$ cat src/rtl/router_pkt_framer.sv
// router_pkt_framer: upstream packet source for the 1x3 router.
// Takes a request (destination address + payload length), buffers the whole payload from a
// valid/ready byte stream, then emits header, payload and parity to the router as one
// contiguous burst, honouring the router's busy back-pressure.
//
// Ports:
//   clock, reset              - clock; asynchronous active-high reset
//   req_valid/addr/len        - packet request; req_ready high only in IDLE
//   pl_valid/pl_data          - payload byte stream; pl_ready high only in COLLECT
//   rtr_busy                  - router back-pressure
//   rtr_data, rtr_pkt_valid   - registered byte and packet-valid to the router
//   pkt_done, req_err         - one-cycle pulses (parity accepted / request rejected)
//   pkt_count                 - packets sent, wraps at 255
module router_pkt_framer #(
    parameter int unsigned MAX_LEN    = 63,
    parameter int unsigned GAP_CYCLES = 2
) (
    input  logic       clock,
    input  logic       reset,
    input  logic       req_valid,
    input  logic [1:0] req_addr,
    input  logic [5:0] req_len,
    output logic       req_ready,
    input  logic       pl_valid,
    input  logic [7:0] pl_data,
    output logic       pl_ready,
    input  logic       rtr_busy,
    output logic [7:0] rtr_data,
    output logic       rtr_pkt_valid,
    output logic       pkt_done,
    output logic       req_err,
    output logic [7:0] pkt_count
);

    typedef enum logic [2:0] {
        StIdle,
        StCollect,
        StHeader,
        StPayload,
        StParity,
        StGap
    } state_e;

    localparam logic [7:0] GapLast = 8'(GAP_CYCLES - 1);

    state_e     state_q, state_d;
    logic [7:0] hdr_q, hdr_d;
    logic [7:0] par_q, par_d;
    logic [5:0] wr_q, wr_d;
    logic [5:0] rd_q, rd_d;
    logic [7:0] gap_q, gap_d;
    logic [7:0] data_q, data_d;
    logic       valid_q, valid_d;
    logic       done_q, done_d;
    logic       err_q, err_d;
    logic [7:0] count_q, count_d;
    logic       buf_we;
    logic [5:0] len;

    logic [7:0] pkt_buf [MAX_LEN];

    assign len = hdr_q[7:2];

    always_comb begin
        state_d = state_q;
        hdr_d   = hdr_q;
        par_d   = par_q;
        wr_d    = wr_q;
        rd_d    = rd_q;
        gap_d   = gap_q;
        data_d  = data_q;
        valid_d = valid_q;
        count_d = count_q;
        done_d  = 1'b0;
        err_d   = 1'b0;
        buf_we  = 1'b0;
        unique case (state_q)
            StIdle: begin
                if (req_valid) begin
                    if (req_len == 6'd0 || req_addr == 2'd3) begin
                        err_d = 1'b1;
                    end else begin
                        hdr_d   = {req_len, req_addr};
                        par_d   = {req_len, req_addr};
                        wr_d    = 6'd0;
                        state_d = StCollect;
                    end
                end
            end
            StCollect: begin
                if (pl_valid) begin
                    buf_we = 1'b1;
                    par_d  = par_q ^ pl_data;
                    wr_d   = wr_q + 6'd1;
                    // Last beat: present the header on the very next cycle.
                    if (wr_q + 6'd1 == len) begin
                        data_d  = hdr_q;
                        valid_d = 1'b1;
                        state_d = StHeader;
                    end
                end
            end
            StHeader: begin
                if (!rtr_busy) begin
                    data_d  = pkt_buf[0];
                    rd_d    = 6'd1;
                    state_d = StPayload;
                end
            end
            StPayload: begin
                if (!rtr_busy) begin
                    // rd_q points one past the byte on rtr_data.
                    if (rd_q == len) begin
                        data_d  = par_q;
                        valid_d = 1'b0;
                        state_d = StParity;
                    end else begin
                        data_d = pkt_buf[rd_q];
                        rd_d   = rd_q + 6'd1;
                    end
                end
            end
            StParity: begin
                if (!rtr_busy) begin
                    done_d  = 1'b1;
                    count_d = count_q + 8'd1;
                    data_d  = 8'd0;
                    gap_d   = 8'd0;
                    state_d = StGap;
                end
            end
            StGap: begin
                if (gap_q == GapLast) begin
                    state_d = StIdle;
                end else begin
                    gap_d = gap_q + 8'd1;
                end
            end
            default: state_d = StIdle;
        endcase
    end

    always_ff @(posedge clock or posedge reset) begin
        if (reset) begin
            state_q <= StIdle;
            hdr_q   <= 8'd0;
            par_q   <= 8'd0;
            wr_q    <= 6'd0;
            rd_q    <= 6'd0;
            gap_q   <= 8'd0;
            data_q  <= 8'd0;
            valid_q <= 1'b0;
            done_q  <= 1'b0;
            err_q   <= 1'b0;
            count_q <= 8'd0;
        end else begin
            state_q <= state_d;
            hdr_q   <= hdr_d;
            par_q   <= par_d;
            wr_q    <= wr_d;
            rd_q    <= rd_d;
            gap_q   <= gap_d;
            data_q  <= data_d;
            valid_q <= valid_d;
            done_q  <= done_d;
            err_q   <= err_d;
            count_q <= count_d;
        end
    end

    // Payload storage needs no reset; it is always written before being read.
    always_ff @(posedge clock) begin
        if (buf_we) begin
            pkt_buf[wr_q] <= pl_data;
        end
    end

    assign req_ready     = (state_q == StIdle);
    assign pl_ready      = (state_q == StCollect);
    assign rtr_data      = data_q;
    assign rtr_pkt_valid = valid_q;
    assign pkt_done      = done_q;
    assign req_err       = err_q;
    assign pkt_count     = count_q;

endmodule

$ cat config.mk
export PLATFORM = sky130hd
export DESIGN_NAME = router_pkt_framer
export DESIGN_NICKNAME = d
export VERILOG_FILES = /design/src/rtl/router_pkt_framer.sv
export SDC_FILE = /design/constraint.sdc
export NUM_CORES = 1
export LEC_CHECK = 0
export CORE_MARGIN = 5
export CORE_UTILIZATION = 35
export DETAILED_ROUTE_END_ITERATION = 16
export RECOVER_POWER = 25
export SYNTH_ARGS = -nofsm -noshare
export SYNTH_HDL_FRONTEND = slang
export SYNTH_SLANG_ARGS = --single-unit
$ cat constraint.sdc
create_clock -name clock -period 7.45 [get_ports clock]
set_input_delay 0.745 -clock clock [delete_from_list [all_inputs] [get_ports clock]]
set_output_delay 0.745 -clock clock [all_outputs]
set_load 0.01 [all_outputs]
# Word-level counts from Yosys, hierarchy flattened

Memories as Yosys holds them, arrays and structs flattened.
Index checks and enable logic that the tools add are counted.

Register bits after elaboration: 58
Bits in writable memories: 504
Bits of input ports: 21
Output and inout bits: 21
Logic and storage cells: 100
Memories kept: 1

Memories:

| memory  | depth | width | read ports | clocked after Yosys merged registers in | wr ports | RTL line | RTL |
|---|---|---|---|---|---|---|---|
| pkt_buf | 63    | 8     | 2          | 0                                       | 1        | 60       | `logic [7:0] pkt_buf [MAX_LEN];` |

Add/sub/neg operators: 4
Equality and inequality tests: 20
Mux-type cells: 45
Bitwise gates (word level): 3
Reduce and logical (&&, ||, !) cells: 16

Operator list:

| kind                  | number |
|---|---|
| $mux W8               | 10 |
| $mux W6               | 6 |
| $pmux W8 S2           | 2 |
| $pmux W8 S4           | 1 |
| $mux W3               | 9 |
| $pmux W6 S2           | 2 |
| $ne A2 B2 Y1 const B  | 10 |
| $pmux W3 S6           | 1 |
| $add A8 B1 Y8 const B | 2 |
| $mux W1               | 13 |
| $add A6 B1 Y6 const B | 2 |
| $eq A6 B6 Y1          | 2 |
| $reduce_and A9 Y1     | 1 |
| $eq A8 B1 Y1 const B  | 1 |
| $reduce_and A4 Y1     | 2 |
| $reduce_bool A2 Y1    | 4 |
| $xor A8 B8 Y8         | 1 |
| $eq A3 B2 Y1 const B  | 2 |
| $eq A3 B3 Y1 const B  | 2 |
| $logic_not A6 Y1      | 1 |
| $reduce_and A3 Y1     | 2 |
| $reduce_and A6 Y1     | 1 |
| $reduce_and A5 Y1     | 1 |
| $reduce_bool A4 Y1    | 1 |
| other kinds (8)       | 9 |

# Logic depth before layout (Yosys ltp)

Gate-level depths: netlist of the first run.

Depth after elaboration: 5
Depth in mapped cells: 11
Mapped depth without buffers: 8

# Worst setup path before layout of the first run

OpenSTA, ideal clock, no wires.

Path type: register to register
Start point: reg state_q[0]
End point: mem pkt_buf[11][0] (enable)
Setup time: 370 ps
Data arrival time: 2025 ps
Data required time: 7080 ps
Path slack: 5055 ps
Cell stages (with the launch flop): 9
Buffers on the path: 2
Clock period less this slack: 2395 ps
Cells stage by stage: dfrtp_1 -> buf_4 -> inv_1 -> or3_1 -> inv_1 -> nand2_1 -> clkbuf_1 -> or2_2 -> nor2_1

Word-level cells in the longest chain between the ends: 4

RTL lines:

| what                          | RTL line | RTL |
|---|---|---|
| from (decl)                   | 46       | `state_e state_q, state_d;` |
| from (signal assigned)        | 145      | `state_q <= StIdle;` |
| from (signal assigned)        | 157      | `state_q <= state_d;` |
| $eq A3 B1 Y1                  | 77       | `unique case (state_q)` |
| $mux W1                       | 77       |  |
| $mux W1                       | 173      | `if (buf_we) begin` |
| $mux W1 (not written as such) | 174      | `pkt_buf[wr_q] <= pl_data;` |
| to (decl)                     | 60       |  |

Every way passes these cells.

# Final worst setup path of the first run

Start point: reg state_q[0]
End point: out pl_ready

Word-level cells in the longest chain between the ends: 1

RTL lines:

| what         | RTL line | RTL |
|---|---|---|
| $eq A3 B1 Y1 | 179      | `assign pl_ready = (state_q == StCollect);` |
| to (decl)    | 26       | `output logic pl_ready,` |

Every way passes these cells.

==> results by group, run 1 <==
CTS
  – Post-CTS Resized: 0
  – Clock Sink Count: around 560
  – CTS clk-pin slew, worst paths: 0.06 ns
  – CTS Hold Bufs: 0
  – Clk_lat worst skew: 0.61 ns
  – Maximum root-to-sink buffer count: 3
  – Post-CTS Setup Bufs: 0
  – TritonCTS clock tree: done
  – Root buffer cell: clkbuf_16
  – CTS buffer count: 58
  – H-tree level count: 2

Power and ir drop
  – Combinational power share: 19.1%
  – Switch Pwr: 2.36 mW
  – P_int: 6.09 mW
  – Sw frac: 28.0%
  – Leak: 8.40 nW
  – Peak VDD IR: 217 uV
  – Flop pwr share: between 40 and 50%
  – Clk pwr share: 35.7%
  – PD cells: 320 nW/um^2

Hold path
  – Hold Crit Depth: 1
  – HP Start: pkt_count[7]
  – Hold Crit Class: reg2reg
  – Hold Crit Endpoint: pkt_count[7]

Synthesis
  – Post-Syn Area: 23,400 sq um
  – Post-synth EDFFs: 504
  – Synth Flop Type: edfxtp_1
  – Syn nets: 1,401
  – Syn avg cell area: 17.0 sq um
  – Async SR Flop Fraction: 10.3%
  – Sequential share of the synthesized area: 71.0%
  – Share of the synthesized area in the top cell type: between 60% and 70%
  – Flops & latches, synth: 562
  – Yosys warns: 0
  – Leading post-synthesis cells by cell area: edfxtp_1 (65%), mux4_2 (7.2%), dfrtp_1 (6.2%)
  – Cell taking the most area after synthesis: edfxtp_1
  – Post-synth cell types: between 60 and 70
  – Synth Instances: 1,375

Worst setup path
  – Crit-path leading delay family: buffers and inverters
  – Crit Path Category: reg2out
  – R2r endpoint: pkt_buf[44][0]
  – Worst Path Buf+Inv: 4
  – Type of origin of the critical path: register
  – R2r startpoint: state_q[0]
  – Crit Path Max Fanout: 29
  – Critical path capture point type: output pin
  – Worst EP arrival: roughly 3.0 ns
  – Worst reg-to-reg setup slack: 3.76 ns
  – Critical path cell sequence: inv_1 -> or3_1 -> inv_1 -> buf_4 -> clkdlybuf4s50_1
  – WP data required: 6.70 ns
  – CP max stage delay: 0.84 ns
  – FF-to-FF path depth: 7
  – CP dominant cell by count: inv_1
  – Slowest-stage cell, CP: dfrtp_1

Timing
  – Minimum clock period: 3.78 ns
  – Max frequency: roughly 0.26 GHz
  – Worst setup slack after layout: 3.67 ns
  – Final Skew: 0.0145 ns
  – Worst Tran Pin Value: ~3.6 ns
  – Finish-stage setup viols: 0
  – Rel. slew slack: -143%
  – Fin Setup TNS: 0 ns
  – Slew Viols, Final: 396
  – Fin crit share: between 50% and 60%
  – Hold Slack: 0.482 ns
  – Hold Fails Final Rpt: 0
  – RSZ-0062 raised after global routing: no

Floorplan
  – Core area: 66,000 sq um
  – # IOs: 42
  – Die width: around 270 microns
  – Die Y: 268 microns
  – Die ar.: about 72,000 sq um
  – Row count: 94
  – Starting density of the core: a little over a third

Final layout
  – Share of cells above drive strength 1: 18.7%
  – Nets: 1,439
  – Commonest non-fill, non-tap cell in the layout: edfxtp_1
  – Synth-to-Final Area Change: 13.2%
  – Most frequent cells in the layout: edfxtp_1 (504), nor2_1 (102), mux4_2 (75)
  – Post-Layout Cell Count: 2,327

GRT
  – Largest net degree at the start of global routing: 68
  – Initial antenna violation count: 1
  – Number of global-route vias before repair: 12,900
  – Gr usage total: 16.2%
  – Global-route wire length before repair: 86.9 mm
  – GR Overflow Total: 0

Route
  – Post-route ant nets: 0
  – Initial DRC count: around 1,400
  – DR WL/cell: around 25 microns
  – Detailed-route DRC error count: 0
  – Vias per cell: 5.47
  – Total routed wirelength: 58.7 mm
  – Via count: 12,700
  – Drt pass-1 iters: 5

Run
  – Reported max-cap violation count: 6

Place
  – Final Wtd Congestion: 0.878
  – Placed cells: 2,217
  – Port bufs: 41
  – Pre-CTS setup slack: 3.82 ns
  – Post-DP HPWL: 36.6 mm

Outcome
  – Outcome: finished with violations
  – Failing checks: capacitance limit, slew limit
-- area by class of cell --
cell class | count | area (sq um)
repair buffers | 58 | 479
diodes | 1 | 2.50
multi-input cells | 724 | 6240
fillers | 5895 | 39600
inverters | 9 | 33.8
flip-flops and latches | 562 | 16600
clock inverters | 44 | 484
well taps | 864 | 1080
clock buffers | 65 | 1510
-- layer usage --
| metal | track usage, % | part of all wire [%] | up-vias | wire length [microns] |
|---|---|---|---|---|
| met5 | 0 | 0 | - | 0 |
| met4 | 4.83 | 3.1 | 0 | 1800 |
| met1 | 23.3 | 45 | 6617 | 26300 |
| li1 | - | - | 5518 | - |
| met3 | 3.05 | 6.5 | 109 | 3790 |
| met2 | 25.3 | 46 | 489 | 26800 |
-- sequential cells by signal, summed over array words and instances (netlist names), 6 cells and up --
register	flops
pkt_buf	504
gap_q	8
hdr_q	8
par_q	8
pkt_count	8
rtr_data	8
rd_q	6
wr_q	6
-- stage by stage --
step                instance area [sq um]  utilization (%)  total power, mW
finish                              26400             40.1             8.45
global route                        26400             40.1             8.77
CTS                                 26400             40.1             8.50
global placement                    24500             37.1             5.47
detailed placement                  24500             37.1             5.49
floorplan                           23400                -             4.99
-- logic make-up (layout without fill, tap and decap cells) --
kind of cell | after synthesis | in the layout | share of synthesized area, %
multiplexers | 198 | 198 | 13.5
adder cells (fa/ha/maj) | 5 | 5 | 0.268
AND/OR/NAND/NOR | 304 | 304 | 6.60
other | 0 | 1 | 0
XOR/XNOR | 26 | 26 | 0.975
flip-flops | 562 | 562 | 71.0
buffers and inverters | 89 | 176 | 2.30
AO/OA/AOI/OAI | 191 | 191 | 5.38
-- Yosys cell counts (6+ instances only) --
| cell type | n |
|---|---|
| mux2_2 | 60 |
| edfxtp_1 | 504 |
| nand4b_1 | 6 |
| xor2_1 | 10 |
| o31ai_1 | 9 |
| inv_1 | 9 |
| buf_4 | 14 |
| o22ai_1 | 20 |
| mux4_1 | 9 |
| mux4_2 | 75 |
| buf_6 | 7 |
| nand3_1 | 20 |
| or2_2 | 10 |
| clkbuf_1 | 21 |
| nor2b_1 | 19 |
| nand4_1 | 9 |
| nor2_1 | 102 |
| nor4_1 | 12 |
| xnor2_1 | 16 |
| nand2_1 | 53 |
| nand2b_1 | 33 |
| o21ai_0 | 38 |
| o221ai_1 | 7 |
| dfrtp_1 | 58 |
| mux2i_1 | 54 |
| nor3_1 | 7 |
| a21oi_1 | 40 |
| a22o_1 | 18 |
| a211oi_1 | 17 |
| o211ai_1 | 12 |
| buf_2 | 30 |
-- power groups by stage --
stage | clock [mW] | sequential, mW | combinational, mW
3_5_place_dp | 0 | 3.87 | 1.62
4_1_cts | 3.07 | 3.81 | 1.62
3_3_place_gp | 0 | 3.87 | 1.61
5_1_grt | 3.20 | 3.84 | 1.73
2_1_floorplan | 0 | 3.72 | 1.27
6_report | 3.02 | 3.82 | 1.61
-- worst max-delay path by stage --
stage | startpoint | end | slack [ns] | cells after the start
after global placement | state_q[0] | pkt_buf[20][1] | 3.87 | 7
after detailed placement | state_q[0] | pkt_buf[44][0] | 3.82 | 7
final | state_q[0] | pl_ready | 3.67 | 5
after floorplan | state_q[0] | pkt_buf[11][0] | 5.05 | 8
after global routing | state_q[0] | pl_ready | 3.44 | 5
after CTS | state_q[0] | pl_ready | 3.67 | 5
No activity file was read; power rests on OpenSTA's default activity.
==> run 2: changes to the inputs <==
==> constraint.sdc (replaced) <==
create_clock -name clock -period 3.2 [get_ports clock]
set_input_delay 0.32 -clock clock [delete_from_list [all_inputs] [get_ports clock]]
set_output_delay 0.32 -clock clock [all_outputs]
set_load 0.01 [all_outputs]
==> run 2 against run 1 <==
Effect of this change:
- the run still ends with capacitance limit, slew limit left
- utilization increased by 1.0 points
- register-to-register slack got worse by 3.5 ns
- cell count increased by 3.8%
- worst setup slack got worse by 3.4 ns
- sequential power increased by 130%
- critical path type is now reg2reg
==> results by group, run 2 (synthesis gave the netlist of run 1 again) <==
CTS
  – Root buffer cell: clkbuf_16
  – CTS buffer count: 54
  – CTS clk-pin slew, worst paths: ~0.07 ns
  – Clock Sink Count: 562
  – Maximum root-to-sink buffer count: 3
  – Clk_lat worst skew: 0.63 ns
  – TritonCTS clock tree: done
  – CTS Hold Bufs: 0
  – Post-CTS Setup Bufs: 0
  – Post-CTS Resized: 0
  – H-tree level count: 2

Worst setup path
  – Critical path capture point type: register
  – WP data required: 3.71 ns
  – Worst reg-to-reg setup slack: ~0.29 ns
  – Worst EP arrival: 3.42 ns
  – Crit Path Max Fanout: 18
  – R2r endpoint: rtr_data[5]
  – Type of origin of the critical path: register
  – Crit Path Category: reg2reg
  – FF-to-FF path depth: 7
  – R2r startpoint: rd_q[0]
  – Crit path from: rd_q[0]

Place
  – Final Wtd Congestion: between 0.8 and 0.9
  – Post-DP HPWL: 37.0 mm
  – Port bufs: between 40 and 50

Power and ir drop
  – Combinational power share: 20.5%
  – Flop pwr share: ~46%
  – Peak VDD IR: 491 uV
  – Leak: 8.85 nW
  – Clk pwr share: 33.8%
  – P_int: 13.9 mW
  – Switch Pwr: 5.34 mW
  – Sw frac: 27.7%
  – Total chip power: 19.3 mW
  – PD cells: 712 nW/um^2

Timing
  – Worst Tran Pin Value: 2.51 ns
  – Slew Viols, Final: 309
  – Minimum clock period: 2.91 ns
  – Max frequency: 0.343 GHz
  – Fin crit share: roughly nine tenths
  – RSZ-0062 raised after global routing: no
  – Fin Setup TNS: 0 ns
  – Hold Fails Final Rpt: 0
  – Finish-stage setup viols: 0
  – Rel. slew slack: -67.3%
  – Final Skew: 0.0350 ns

Final layout
  – Nets: 1,535
  – Fillers: 5,827
  – Largest Register: pkt_buf
  – Share of cells above drive strength 1: 23.1%
  – Commonest non-fill, non-tap cell in the layout: edfxtp_1
  – Most frequent cells in the layout: edfxtp_1 (504), buf_4 (108), nor2_1 (102)
  – Synth-to-Final Area Change: 16.0%
  – Max reg flops: 504

Floorplan
  – Die ar.: 72,000 sq um
  – Row count: 94
  – Die Y: 268 microns
  – # IOs: 42
  – Die width: 268 microns
  – Starting density of the core: between 30 and 40%
  – Core area: 66,000 sq um

Route
  – Drt pass-1 iters: 5
  – Total routed wirelength: about 57 mm
  – DR WL/cell: 23.7 microns
  – Post-route ant nets: 0
  – Initial DRC count: 1,152
  – Vias per cell: 5.33
  – Detailed-route DRC error count: 0
  – Via count: 12,900

GRT
  – Number of global-route vias before repair: 13,100
  – Largest net degree at the start of global routing: between 50 and 60
  – GR Overflow Total: 0
  – Gr usage total: about 16%
  – Initial antenna violation count: 0
  – Global-route wire length before repair: 86.0 mm

Run
  – Reported max-cap violation count: 7

Hold path
  – Hold Crit Class: in2async

Outcome
  – Failing checks: capacitance limit, slew limit
  – Outcome: finished with violations
[run 2: worst max-delay path: stages, from the launching register on]
cell     delay, ns
dfrtp_4       0.67
mux4_2        0.56
mux2i_1       0.34
nor2_1        0.17
nor4_1        0.55
buf_4         0.22
o21ai_1       0.06
a22o_1        0.21
[run 2: how the worst max path moves through the flow]
stage                           endpoint  depth (start not counted)
after detailed placement     rtr_data[5]                          8
final                        rtr_data[5]                          7
after floorplan           pkt_buf[11][0]                          8
after CTS                    rtr_data[5]                          8
after global placement       rtr_data[5]                          7
after global routing         rtr_data[5]                          8
[run 2: layer usage]
layer	wire [microns]	track usage [%]	share of wire [%]
met1	25900	22.8	45
met3	3580	3.30	6.3
met4	1290	3.92	2.2
met2	26500	25.0	46
met5	0	0	0
[run 2: through the flow]
step                      cells  worst slack [ns]  cell area [sq um]  hold WS, ns  utilization [%]
after floorplan            1375             0.805              23400        0.419                -
after detailed placement   2317             0.317              25300        0.463             38.3
after global placement     2317             0.351              25300        0.465             38.3
after CTS                  2415             0.286              27100       0.0554             41.1
after global routing       2415             0.180              27100        0.375             41.0
final                      2416             0.288              27100        0.339             41.1
[run 2: final cells by class]
| type | instances | area [sq um] | share of cell area [%] |
|---|---|---|---|
| Antenna cell | 1 | 2.50 | 0.00924 |
| Clock buffer | 67 | 1460 | 5.39 |
| Sequential cell | 562 | 16600 | 61.3 |
| Timing Repair Buffer | 158 | 1320 | 4.87 |
| Multi-Input combinational cell | 724 | 6240 | 23.0 |
| Tap cell | 864 | 1080 | 3.99 |
| Inverter | 9 | 33.8 | 0.125 |
| Clock inverter | 31 | 354 | 1.31 |
[run 2: power by group through the flow]
stage	clock network [mW]	logic (mW)	registers (mW)
global route	6.96	4.28	8.84
global placement	0	3.90	8.94
floorplan	0	2.95	8.66
detailed placement	0	3.95	8.94
CTS	6.65	3.97	8.79
finish	6.52	3.95	8.80
==> run 3: changes to the inputs <==
--- a/config.mk
+++ b/config.mk
@@ -6,9 +6,10 @@
 export NUM_CORES = 1
 export LEC_CHECK = 0
 export CORE_MARGIN = 5
-export CORE_UTILIZATION = 35
+export CORE_UTILIZATION = 46
 export DETAILED_ROUTE_END_ITERATION = 16
 export RECOVER_POWER = 25
+export SETUP_SLACK_MARGIN = 0.15
 export SYNTH_ARGS = -nofsm -noshare
 export SYNTH_HDL_FRONTEND = slang
 export SYNTH_SLANG_ARGS = --single-unit
==> run 3 against run 2 <==
Effect of this change:
- the flow still finishes with violations (capacitance limit, slew limit)
- die area shrank 23%
- cell count shrank 7.5%
- count of clock-buffer cells in the layout grew 2
- register-to-register slack gained 0.06 ns
- power shrank 0.22%
- largest cell class unchanged
- largest power group unchanged
==> results by group, run 3 (synthesis gave the netlist of run 1 again) <==
Route
  – DR WL/cell: 25.7 microns
  – Via count: approximately 13,000
  – Vias per cell: 5.82
  – Initial DRC count: 1,383
  – Total routed wirelength: 57.4 mm
  – Drt pass-1 iters: 5
  – Detailed-route DRC error count: 0
  – Post-route ant nets: 0

GRT
  – Largest net degree at the start of global routing: 66
  – Number of global-route vias before repair: 13,200
  – GR Overflow Total: 0
  – Global-route wire length before repair: 85.5 mm
  – Gr usage total: 20.4%
  – Initial antenna violation count: 0

Timing
  – Slew Viols, Final: roughly 280
  – Rel. slew slack: -67.2%
  – RSZ-0062 raised after global routing: yes
  – Fin crit share: roughly 90%
  – Hold Fails Final Rpt: 0
  – Finish-stage setup viols: 0
  – Fin Setup TNS: 0 ns
  – Max frequency: 0.347 GHz
  – Worst Tran Pin Value: around 2.5 ns
  – Final Skew: between 0.04 and 0.05 ns
  – Hold Slack: 0.360 ns
  – Minimum clock period: 2.89 ns

Power and ir drop
  – PD cells: 715 nW/um^2
  – Peak VDD IR: between 400 and 500 uV
  – Leak: 8.87 nW
  – Total chip power: between 15 and 20 mW

Hold path
  – Hold Crit Class: in2reg

Final layout
  – Commonest non-fill, non-tap cell in the layout: edfxtp_1
  – Register area: 16,600 sq um
  – Largest Register: pkt_buf
  – Nets: between 1,500 and 2,000
  – Synth-to-Final Area Change: 15.2%
  – Diodes inserted: 0
  – Most frequent cells in the layout: edfxtp_1 (504), buf_4 (109), nor2_1 (101)
  – Max reg flops: 504
  – Fillers: 3,981
  – Area of the multi-input gates: 6240 sq um
  – Post-Layout Cell Count: approximately 2,200
  – Design Area, Final: 26,900 sq um
  – Share of cells above drive strength 1: 22.8%

Place
  – Post-DP HPWL: about 38 mm
  – Port bufs: 41
  – Placed cells: approximately 2,100
  – Final Wtd Congestion: 0.907
  – Post-placement cell area: 25,100 sq um

Outcome
  – Failing checks: capacitance limit, slew limit
  – Outcome: finished with violations

Floorplan
  – Die ar.: 55,400 sq um
  – Row count: about 80
  – # IOs: 42
  – Core area: 50,200 sq um
  – Die Y: 235 microns
  – Starting density of the core: 46.5%
  – Die width: 235 microns

CTS
  – H-tree level count: 2
  – TritonCTS clock tree: done
  – Maximum root-to-sink buffer count: 3
  – Root buffer cell: clkbuf_16
  – Clock Sink Count: 562
  – CTS buffer count: 58
  – Clk_lat worst skew: between 0.6 and 0.7 ns
  – CTS clk-pin slew, worst paths: 0.06 ns

Worst setup path
  – Slowest-stage cell, CP: clkdlybuf4s50_1
  – Type of origin of the critical path: register
  – Worst EP arrival: 2.57 ns
  – CP max stage delay: 0.59 ns
  – WP data required: 2.88 ns
  – Critical path cell sequence: or3_1 -> inv_1 -> buf_4 -> clkdlybuf4s50_1
  – Crit Path Max Fanout: 28
  – Critical path capture point type: output pin
  – Crit Path Category: reg2out

Run
  – Reported max-cap violation count: 7
==> run 3: changes by cell type in the layout (fill, tap and decap cells not counted), sizes merged <==
cell | previous run | this run
clkinv | 18 | 31
clkinvlp | 4 | 1
buf | 116 | 118
bufinv | 6 | 4
clkbuf | 76 | 78
inv | 12 | 10
clkdlybuf4s50 | 32 | 33
diode | 1 | 0
==> run 3: area by class of cell <==
| type | count | share of cell area, % |
|---|---|---|
| clock buffer | 69 | 5.55 |
| clock inverter | 37 | 1.21 |
| inverter | 9 | 0.126 |
| multi-input combinational | 724 | 23.2 |
| sequential | 562 | 61.7 |
| tap | 672 | 3.13 |
| timing repair buffer | 161 | 5.08 |
==> run 3: metrics by stage <==
step,utilization [%],setup slack [ns]
floorplan,-,0.805
detailed placement,49.9,0.151
global placement,49.9,0.198
finish,53.6,0.314
global route,53.6,0.140
CTS,53.6,0.286
==> run 3: worst paths after layout <==
path                               from            to  slack [ns]  cells past startpoint
hold reg to reg            pkt_count[7]  pkt_count[7]        0.47                      1
hold / removal               req_len[4]      hdr_q[6]        0.36                      2
min in group asynchronous         reset      par_q[1]        0.54                      3
setup reg to reg                rd_q[0]   rtr_data[3]        0.35                      6
setup / recovery             state_q[2]      pl_ready        0.31                      4
max in group asynchronous         reset      pkt_done        1.99                      4
==> run 3: what timing repair did <==
item / 4_1_cts / 5_1_grt
endpoints found under the setup margin: 1 / 15
cloned: 0 / 0
resized for setup: 0 / 2
hold buffers: 1 / 0
hold endpoints to repair: 13 / 0
setup buffers: 1 / 0
==> run 3: power breakdown <==
group / total, mW / switching [mW] / internal [mW]
combinational: 3.97 / 2.13 / 1.83
sequential: 8.80 / 0.468 / 8.34
clock: 6.46 / 2.81 / 3.65
==> run 3: critical path: cells and delay by family (launching register included) <==
kind / cells / cell delay, ns
buffers and inverters: 3 / 1.03
flip-flops: 1 / 0.51
AND/OR/NAND/NOR: 1 / 0.38
==> run 3: metal layers <==
| layer | part of all wire, % | global-route usage, % | vias up | wire length, microns |
|---|---|---|---|---|
| met3 | 6.1 | 3.35 | 112 | 3510 |
| met4 | 3.0 | 6.33 | 0 | 1710 |
| met1 | 45 | 30.0 | 6721 | 25800 |
| li1 | - | - | 5727 | - |
| met5 | 0 | 0 | - | 0 |
| met2 | 46 | 31.7 | 433 | 26400 |
